$ cat src/rtl/des_tdes_mode_ctrl.sv
// des_tdes_mode_ctrl
//   Message-level sequencer wrapped around the pipelined des_TripleDES core.
//   Accepts a start command (key, IV, mode, direction) and a valid/ready block
//   stream, applies ECB or CBC chaining around the core and returns results on
//   a valid/ready output stream with backpressure. The core cannot stall, so
//   issue is metered by credits: blocks in the core plus blocks in the output
//   FIFO never exceed OFIFO_DEPTH.
//
// Parameters
//   OFIFO_DEPTH  output FIFO / side-queue depth (power of two, >= 2)
//
// Ports
//   clk, n_rst                  clock, synchronous active-low reset
//   start, mode, is_encrypt_in  message command (sampled only in IDLE);
//                               mode 0=ECB 1=CBC, is_encrypt_in 1=encrypt
//   key_in[191:0], iv_in[63:0]  K1|K2|K3 and CBC IV, latched on start
//   in_valid/in_ready, in_data, in_last       input block stream
//   out_valid/out_ready, out_data, out_last   result block stream
//   core_valid_in, core_block, core_sk, core_is_encrypt   to core
//   core_valid_out, core_block_out                        from core
//   busy                        high whenever not IDLE
//
// Configuration
//   TDES_CTRL_BLKCNT_EN  adds output blk_cnt[31:0]: cleared on start,
//                        incremented per output handshake, saturating.

module des_tdes_mode_ctrl #(
  parameter int unsigned OFIFO_DEPTH = 8
) (
  input  logic         clk,
  input  logic         n_rst,
  input  logic         start,
  input  logic         mode,
  input  logic         is_encrypt_in,
  input  logic [191:0] key_in,
  input  logic [63:0]  iv_in,
  input  logic         in_valid,
  output logic         in_ready,
  input  logic [63:0]  in_data,
  input  logic         in_last,
  output logic         out_valid,
  input  logic         out_ready,
  output logic [63:0]  out_data,
  output logic         out_last,
  output logic         core_valid_in,
  output logic [63:0]  core_block,
  output logic [191:0] core_sk,
  output logic         core_is_encrypt,
  input  logic         core_valid_out,
  input  logic [63:0]  core_block_out,
  output logic         busy
`ifdef TDES_CTRL_BLKCNT_EN
  ,
  output logic [31:0]  blk_cnt
`endif
);

  localparam int unsigned AW = (OFIFO_DEPTH > 1) ? $clog2(OFIFO_DEPTH) : 1;
  localparam int unsigned CW = AW + 1;
  localparam logic [CW:0] OCC_MAX = (CW + 1)'(OFIFO_DEPTH);

  localparam logic [1:0] IDLE  = 2'd0;
  localparam logic [1:0] RUN   = 2'd1;
  localparam logic [1:0] DRAIN = 2'd2;

  logic [1:0]    state;
  logic          mode_r;
  logic          enc_r;
  logic [63:0]   chain;
  logic [CW-1:0] inflight;
  logic [CW-1:0] fifo_count;
  logic [CW:0]   occ;

  // Side queue: one entry per block inside the core, in issue order.
  logic [AW-1:0] sq_wp;
  logic [AW-1:0] sq_rp;
  logic [63:0]   sq_mask [OFIFO_DEPTH];
  logic          sq_last [OFIFO_DEPTH];

  // Output FIFO.
  logic [AW-1:0] f_wp;
  logic [AW-1:0] f_rp;
  logic [63:0]   f_data [OFIFO_DEPTH];
  logic          f_last [OFIFO_DEPTH];

  logic issue;
  logic ret;
  logic pop;
  logic cbc_enc;
  logic cbc_dec;

  always_comb begin
    cbc_enc   = mode_r & enc_r;
    cbc_dec   = mode_r & ~enc_r;
    occ       = {1'b0, inflight} + {1'b0, fifo_count};
    // CBC encrypt needs the previous ciphertext before the next issue,
    // so it waits for the core to be empty.
    in_ready  = (state == RUN) && (occ < OCC_MAX) &&
                !(cbc_enc && (inflight != '0));
    issue     = in_valid & in_ready;
    // A core result with nothing outstanding cannot belong to this message.
    ret       = core_valid_out & (inflight != '0);
    out_valid = (fifo_count != '0);
    pop       = out_valid & out_ready;
    out_data  = out_valid ? f_data[f_rp] : '0;
    out_last  = out_valid & f_last[f_rp];
    busy      = (state != IDLE);
  end

  always_ff @(posedge clk) begin
    if (!n_rst) begin
      state           <= IDLE;
      mode_r          <= 1'b0;
      enc_r           <= 1'b0;
      chain           <= '0;
      core_sk         <= '0;
      core_is_encrypt <= 1'b0;
      core_valid_in   <= 1'b0;
      core_block      <= '0;
      inflight        <= '0;
      fifo_count      <= '0;
      sq_wp           <= '0;
      sq_rp           <= '0;
      f_wp            <= '0;
      f_rp            <= '0;
    end else begin
      core_valid_in <= issue;
      // Issue, return and pop may all land in one cycle; each counter nets
      // its own increment and decrement so no credit is lost.
      inflight      <= inflight + CW'(issue) - CW'(ret);
      fifo_count    <= fifo_count + CW'(ret) - CW'(pop);

      case (state)
        IDLE: begin
          if (start) begin
            state           <= RUN;
            mode_r          <= mode;
            enc_r           <= is_encrypt_in;
            core_sk         <= key_in;
            core_is_encrypt <= is_encrypt_in;
            chain           <= iv_in;
          end
        end
        RUN: begin
          if (issue && in_last) state <= DRAIN;
        end
        DRAIN: begin
          if ((inflight == '0) && (fifo_count == '0)) state <= IDLE;
        end
        default: state <= IDLE;
      endcase

      if (issue) begin
        core_block <= cbc_enc ? (in_data ^ chain) : in_data;
        sq_wp      <= sq_wp + AW'(1);
        if (cbc_dec) chain <= in_data;
      end

      if (ret) begin
        sq_rp <= sq_rp + AW'(1);
        f_wp  <= f_wp + AW'(1);
        if (cbc_enc) chain <= core_block_out;
      end

      if (pop) f_rp <= f_rp + AW'(1);
    end
  end

  // Storage arrays need no reset: pointers and counts define what is valid.
  always_ff @(posedge clk) begin
    if (n_rst && issue) begin
      sq_mask[sq_wp] <= cbc_dec ? chain : '0;
      sq_last[sq_wp] <= in_last;
    end
    if (n_rst && ret) begin
      f_data[f_wp] <= core_block_out ^ sq_mask[sq_rp];
      f_last[f_wp] <= sq_last[sq_rp];
    end
  end

`ifdef TDES_CTRL_BLKCNT_EN
  always_ff @(posedge clk) begin
    if (!n_rst) begin
      blk_cnt <= '0;
    end else if ((state == IDLE) && start) begin
      blk_cnt <= '0;
    end else if (pop && (blk_cnt != '1)) begin
      blk_cnt <= blk_cnt + 32'd1;
    end
  end
`endif

endmodule

$ cat config.mk
export PLATFORM = sky130hd
export DESIGN_NAME = des_tdes_mode_ctrl
export DESIGN_NICKNAME = d
export VERILOG_FILES = /design/src/rtl/des_tdes_mode_ctrl.sv
export SDC_FILE = /design/constraint.sdc
export NUM_CORES = 2
export LEC_CHECK = 0
export CORE_AREA = 2 2 373 375
export DETAILED_ROUTE_END_ITERATION = 10
export DIE_AREA = 0 0 375 377
export PLACE_DENSITY = 0.59
export SYNTH_ARGS = -nofsm -noshare
export SYNTH_HDL_FRONTEND = slang
export SYNTH_SLANG_ARGS = --single-unit
$ cat constraint.sdc
create_clock -name clk -period 10.8 [get_ports clk]
set_input_delay 2.16 -clock clk [delete_from_list [all_inputs] [get_ports clk]]
set_output_delay 2.16 -clock clk [all_outputs]
set_load 0.05 [all_outputs]
# Yosys cells after proc, flatten, opt, wreduce, memory -nomap -nowiden
# Memory sizes are Yosys's and may differ from the RTL's. A register that Yosys moved wholly into a read port is not among the register bits.
# Index checks and enable logic that the tools add are counted.
[op_classes]
n_addsub = 9
n_lt_le_gt_ge = 1
eq_ne = 5
n_mux = 25
bitwise = 9
reduce_logical = 16
[ops]
columns = ["operator", "n"]
rows = [
  ["$mux W64", 9],
  ["$xor A64 B64 Y64", 2],
  ["$mux W3", 8],
  ["$add A3 B1 Y3 const B", 4],
  ["$add A4 B1 Y4", 2],
  ["$logic_not A4 Y1", 2],
  ["$reduce_bool A4 Y1", 2],
  ["$sub A4 B1 Y4", 2],
  ["$logic_and A1 B1 Y1", 7],
  ["$and A1 B1 Y1", 6],
  ["$mux W2", 3],
  ["$pmux W2 S3", 1],
  ["$add A4 B4 Y5", 1],
  ["$lt A5 B4 Y1 const B", 1],
  ["$mux W1", 4],
  ["$ne A2 B2 Y1 const B", 2],
  ["$reduce_and A3 Y1", 1],
  ["$eq A2 B1 Y1 const B", 1],
  ["$eq A2 B2 Y1 const B", 1],
  ["$logic_not A2 Y1", 1],
  ["$ne A2 B1 Y1 const B", 1],
  ["$reduce_and A2 Y1", 1],
  ["$reduce_bool A2 Y1", 1],
  ["$logic_not A1 Y1", 1],
  ["$not A1 Y1", 1],
]
[totals]
ff_bits = 345
mem_bits_rw = 1040
inputBits = 393
out_inout_bits = 326
memories = 4
[mem_list]
columns = ["memory", "depth", "word_bits", "rd", "rd_ports_with_merged_regs", "write_ports", "line", "source"]
rows = [
  ["f_data", 8, 64, 1, 1, 1, "83", "logic [63:0] f_data [OFIFO_DEPTH];"],
  ["sq_mask", 8, 64, 1, 1, 1, "77", "logic [63:0] sq_mask [OFIFO_DEPTH];"],
  ["f_last", 8, 1, 1, 1, 1, "84", "logic f_last [OFIFO_DEPTH];"],
  ["sq_last", 8, 1, 1, 1, 1, "78", "logic sq_last [OFIFO_DEPTH];"],
]

# Logic depth before layout (Yosys ltp)
[depth]
ltp_word = 8
ltp_mapped = 14
depth_no_buf = 13

# Worst setup path before layout
# Ideal clock, no wire load.
[synth_timing]
kind = "input-to-reg"
startpoint = "input in_valid"
endpoint = "memory sq_last[6] (enable)"
t_arrival_ns = 9.407
setup_slack_ns = 0.722
stages = 5
n_path_buf = 1
cell_sequence = "o2111ai_4 -> buf_6 -> nor2_1 -> inv_2 -> nor4b_1"
[synth_via]
elab_chain_len = 4
[synth_lines]
columns = ["item", "line", "source"]
rows = [
  ["from (decl)", "37", "input logic in_valid,"],
  ["$and A1 B1 Y1", "100", "issue = in_valid & in_ready;"],
  ["$logic_and A1 B1 Y1", "171", "if (n_rst && issue) begin"],
  ["$mux W1", "171", ""],
  ["$mux W1 (not written as such)", "173", "sq_last[sq_wp] <= in_last;"],
  ["to (decl)", "78", ""],
]
# No other way between the ends.

==> summary.md <==
| Metric | Value |
|---|---|
| Result of the run | finished, final reports clean |
| Cell chosen for the clock root | clkbuf_16 |
| Crit share post-route | 59.4% |
| Overall die area | 141000 µm² |
| Clock latency reported for the late side of the worst-skew pair | 800 ps |
| Achievable frequency | 156 MHz |
| Placed Instances | 5849 |
| Headroom to the max-slew limit | 13.0% |
| Most common cell after layout, fill and taps aside | edfxtp_1 |
| Reg-to-Reg End | f_data[6][25] |
| Min-delay src | core_sk[122] |
| Clock Skews | 44.1 ps |
| Post-layout utilization of the core | 50.2% |
| GP Congestion | 0.875 |
| Overall die height | 377 µm |
| Power per unit of standard cell area | 235 nW/µm² |
| Synthesized Nets | 3938 |
| Floorplan core area | 137000 µm² |
| Hold/Removal Path Class | reg -> reg |
| Antenna-violating nets left | 0 |
| CTS Buffer Depth | 3 |
| Clock tree from TritonCTS | built |
| Remaining Overflow, GRT | 0 |
| Post-synthesis sequential element count | 1391 |
| Vias per inst | 5.48 |
| Setup slack, reg-to-reg | 6810 ps |
| Mapped cell area | 54800 µm² |
| Top-level port count | 719 |
| GRT Util Overall | 23.7% |
| DRC violation total after the first TritonRoute iteration | 3853 |
| Static leakage | 0.0216 µW |
| Final setup TNS | 0 ps |
| Hold slack final | 451 ps |
| Standard-cell rows | 136 |
| Worst Max-Slew Pin Slew | 1300 ps |
| Number of remaining DRC errors | 0 |
| Average instance area after synthesis | 15.5 µm² |
| Ratio of cells with drive above 1 in the final layout | 13.6% |
| Final max-slew violation count | 0 |
| Final setup violating endpoints | 0 |
| Number of antenna violations at the first check in global routing | 33 |
| Clock sink count | 1391 |
| Post-synth cell types | 49 |
| Count of cells along the worst register-to-register path | 5 |
| Commonest cells after routing, fill and taps aside | 1040 x edfxtp_1, 718 x clkdlybuf4s50_1, 398 x nand2_1 |
| Vias after detailed routing | 33601 |
| Min-Delay Path Depth | 2 |
| Clock buffers created by TritonCTS | 147 |
| Startpoint class of the critical path | register |
| Critical setup path kind | reg -> out |
| Warnings from Yosys | 0 |
| Clock-pin slew on the worst setup and hold paths | 60 ps |
| First-pass iteration count of the detailed router | 5 |
| Peak ir drop on the vdd network | 0.177 mV |
| Post-CTS repair timing setup buffer count | 0 |
| Sum of internal, switching and leakage power | 16100 µW |
| Cells after Synth | 3526 |
| # hold bufs at CTS | 0 |
| First-pass GRT wire length | 241000 µm |
| Total count of hold-check failures in the final report | 0 |
| PortBufs | 718 |
| H-tree Lvls | 4 |
| Number of gates given a new drive strength after cts | 0 |
| Hold Path Sink | core_sk[122] |
| Critical path data arrival time | 4260 ps |
| Min Tclk post-route | 6420 ps |
| Count of flip-flops with a built-in enable after synthesis | 1040 |
| WL final | 170000 µm |
| Average wire length per cell after detail routing | 27.7 µm |
| Count of non-filler cells in the finished layout | 6136 |
| Final HPWL DP | 108000 µm |
| Post-layout net count | 4616 |
| Synth-to-Final Area Change | 25.7% |
| Number of maximum-capacitance violations | 0 |
| Data required time of the critical path | 8640 ps |
| Setup repair after global routing missed its margin | no |
| Number of global-route vias before repair | 33082 |
| Dominant register cell in the synthesized netlist | edfxtp_1 |
| Critical path capture point type | output port |
| Ys async rst share | 0% |
| Sequential cell area fraction in the yosys report | 69.9% |
| Initial cell density of the core | 40.0% |
| Largest net degree at the start of global routing | 168 |
| Maximum fanout encountered on the critical timing path | 74 |
| Die width | 375 µm |
where the power goes:
group          switching [µW]  internal [µW]  total (µW)
Combinational            2750           1630        4390
Clock                    2190           3020        5200
Sequential                281           6270        6550
Total                    5220          10900       16100
Yosys cell counts, types with 30 or more instances:
cell | number | area share [%]
a21oi_1 | 265 | 2.4
mux4_2 | 260 | 11
xnor2_1 | 70 | 1.1
or3_1 | 66 | 0.75
o22ai_1 | 64 | 0.73
xor2_1 | 68 | 1.1
nand3_1 | 71 | 0.65
nor2_1 | 216 | 1.5
clkbuf_1 | 137 | 0.94
dfxtp_1 | 351 | 13
edfxtp_1 | 1040 | 57
nand2_1 | 398 | 2.7
a211oi_1 | 64 | 0.88
mux2i_1 | 131 | 2.4
buf_1 | 30 | 0.21
buf_2 | 75 | 0.69
and2_1 | 68 | 0.78
a32o_1 | 64 | 1.2
worst max-delay path, stage by stage (launching register included):
cell and delay [ps]:
dfxtp_4 920, buf_4 910, mux4_2 370, mux2i_1 70, nor2_1 210, clkdlybuf4s50_1 870
metal layers:
layer  part of all wire (%)  vias to the layer above  global-route usage, %
met3                    8.0                      248                   6.14
met2                     45                     1262                   35.5
li1                       -                    14786                      -
met4                    2.2                       32                   6.45
met5                   0.11                        -                      0
met1                     44                    17273                   34.2
final cells by class:
type,count,area [µm²]
sequential,1391,38300
clock buffer,192,3980
antenna,16,40.0
clock inverter,79,1030
fill,11492,68200
timing repair buffer,784,7710
tap,1794,2240
multi-input combinational,1861,15500
inverter,19,78.8
logic make-up (layout without fill, tap and decap cells):
group | count (synthesis) | count (layout) | synth area share (%)
flip-flops | 1391 | 1391 | 69.9
AND/OR/NAND/NOR | 845 | 845 | 6.75
AO/OA/AOI/OAI | 467 | 467 | 5.40
multiplexers | 392 | 392 | 13.1
buffers and inverters | 274 | 1074 | 2.19
XOR/XNOR | 138 | 138 | 2.21
adder cells (fa/ha/maj) | 19 | 19 | 0.462
other | 0 | 16 | 0
state kept, by name, indices dropped and copies added, names as in the netlist, 8 cells and up, named ones only:
name and cells:
f_data 512, sq_mask 512, core_sk 192, chain 64
core_block 64, f_last 8, sq_last 8
per-stage QoR:
step           worst slack [ps]  area, µm²
3_5_place_dp               4880      63800
4_1_cts                    4250      68800
6_report                   4380      68800
2_1_floorplan               722      54800
3_3_place_gp               4890      63800
5_1_grt                    4160      68800
worst max path at each step:
| stage | depth (start not counted) | endpoint | start |
|---|---|---|---|
| 2_1_floorplan | 5 | sq_last[6] | in_valid |
| 3_3_place_gp | 5 | sq_mask[5][38] | n_rst |
| 3_5_place_dp | 5 | sq_mask[5][30] | n_rst |
| 4_1_cts | 5 | out_data[48] | register |
| 5_1_grt | 5 | out_data[40] | register |
| 6_report | 5 | out_data[48] | register |
(Power assumes the default switching activity.)
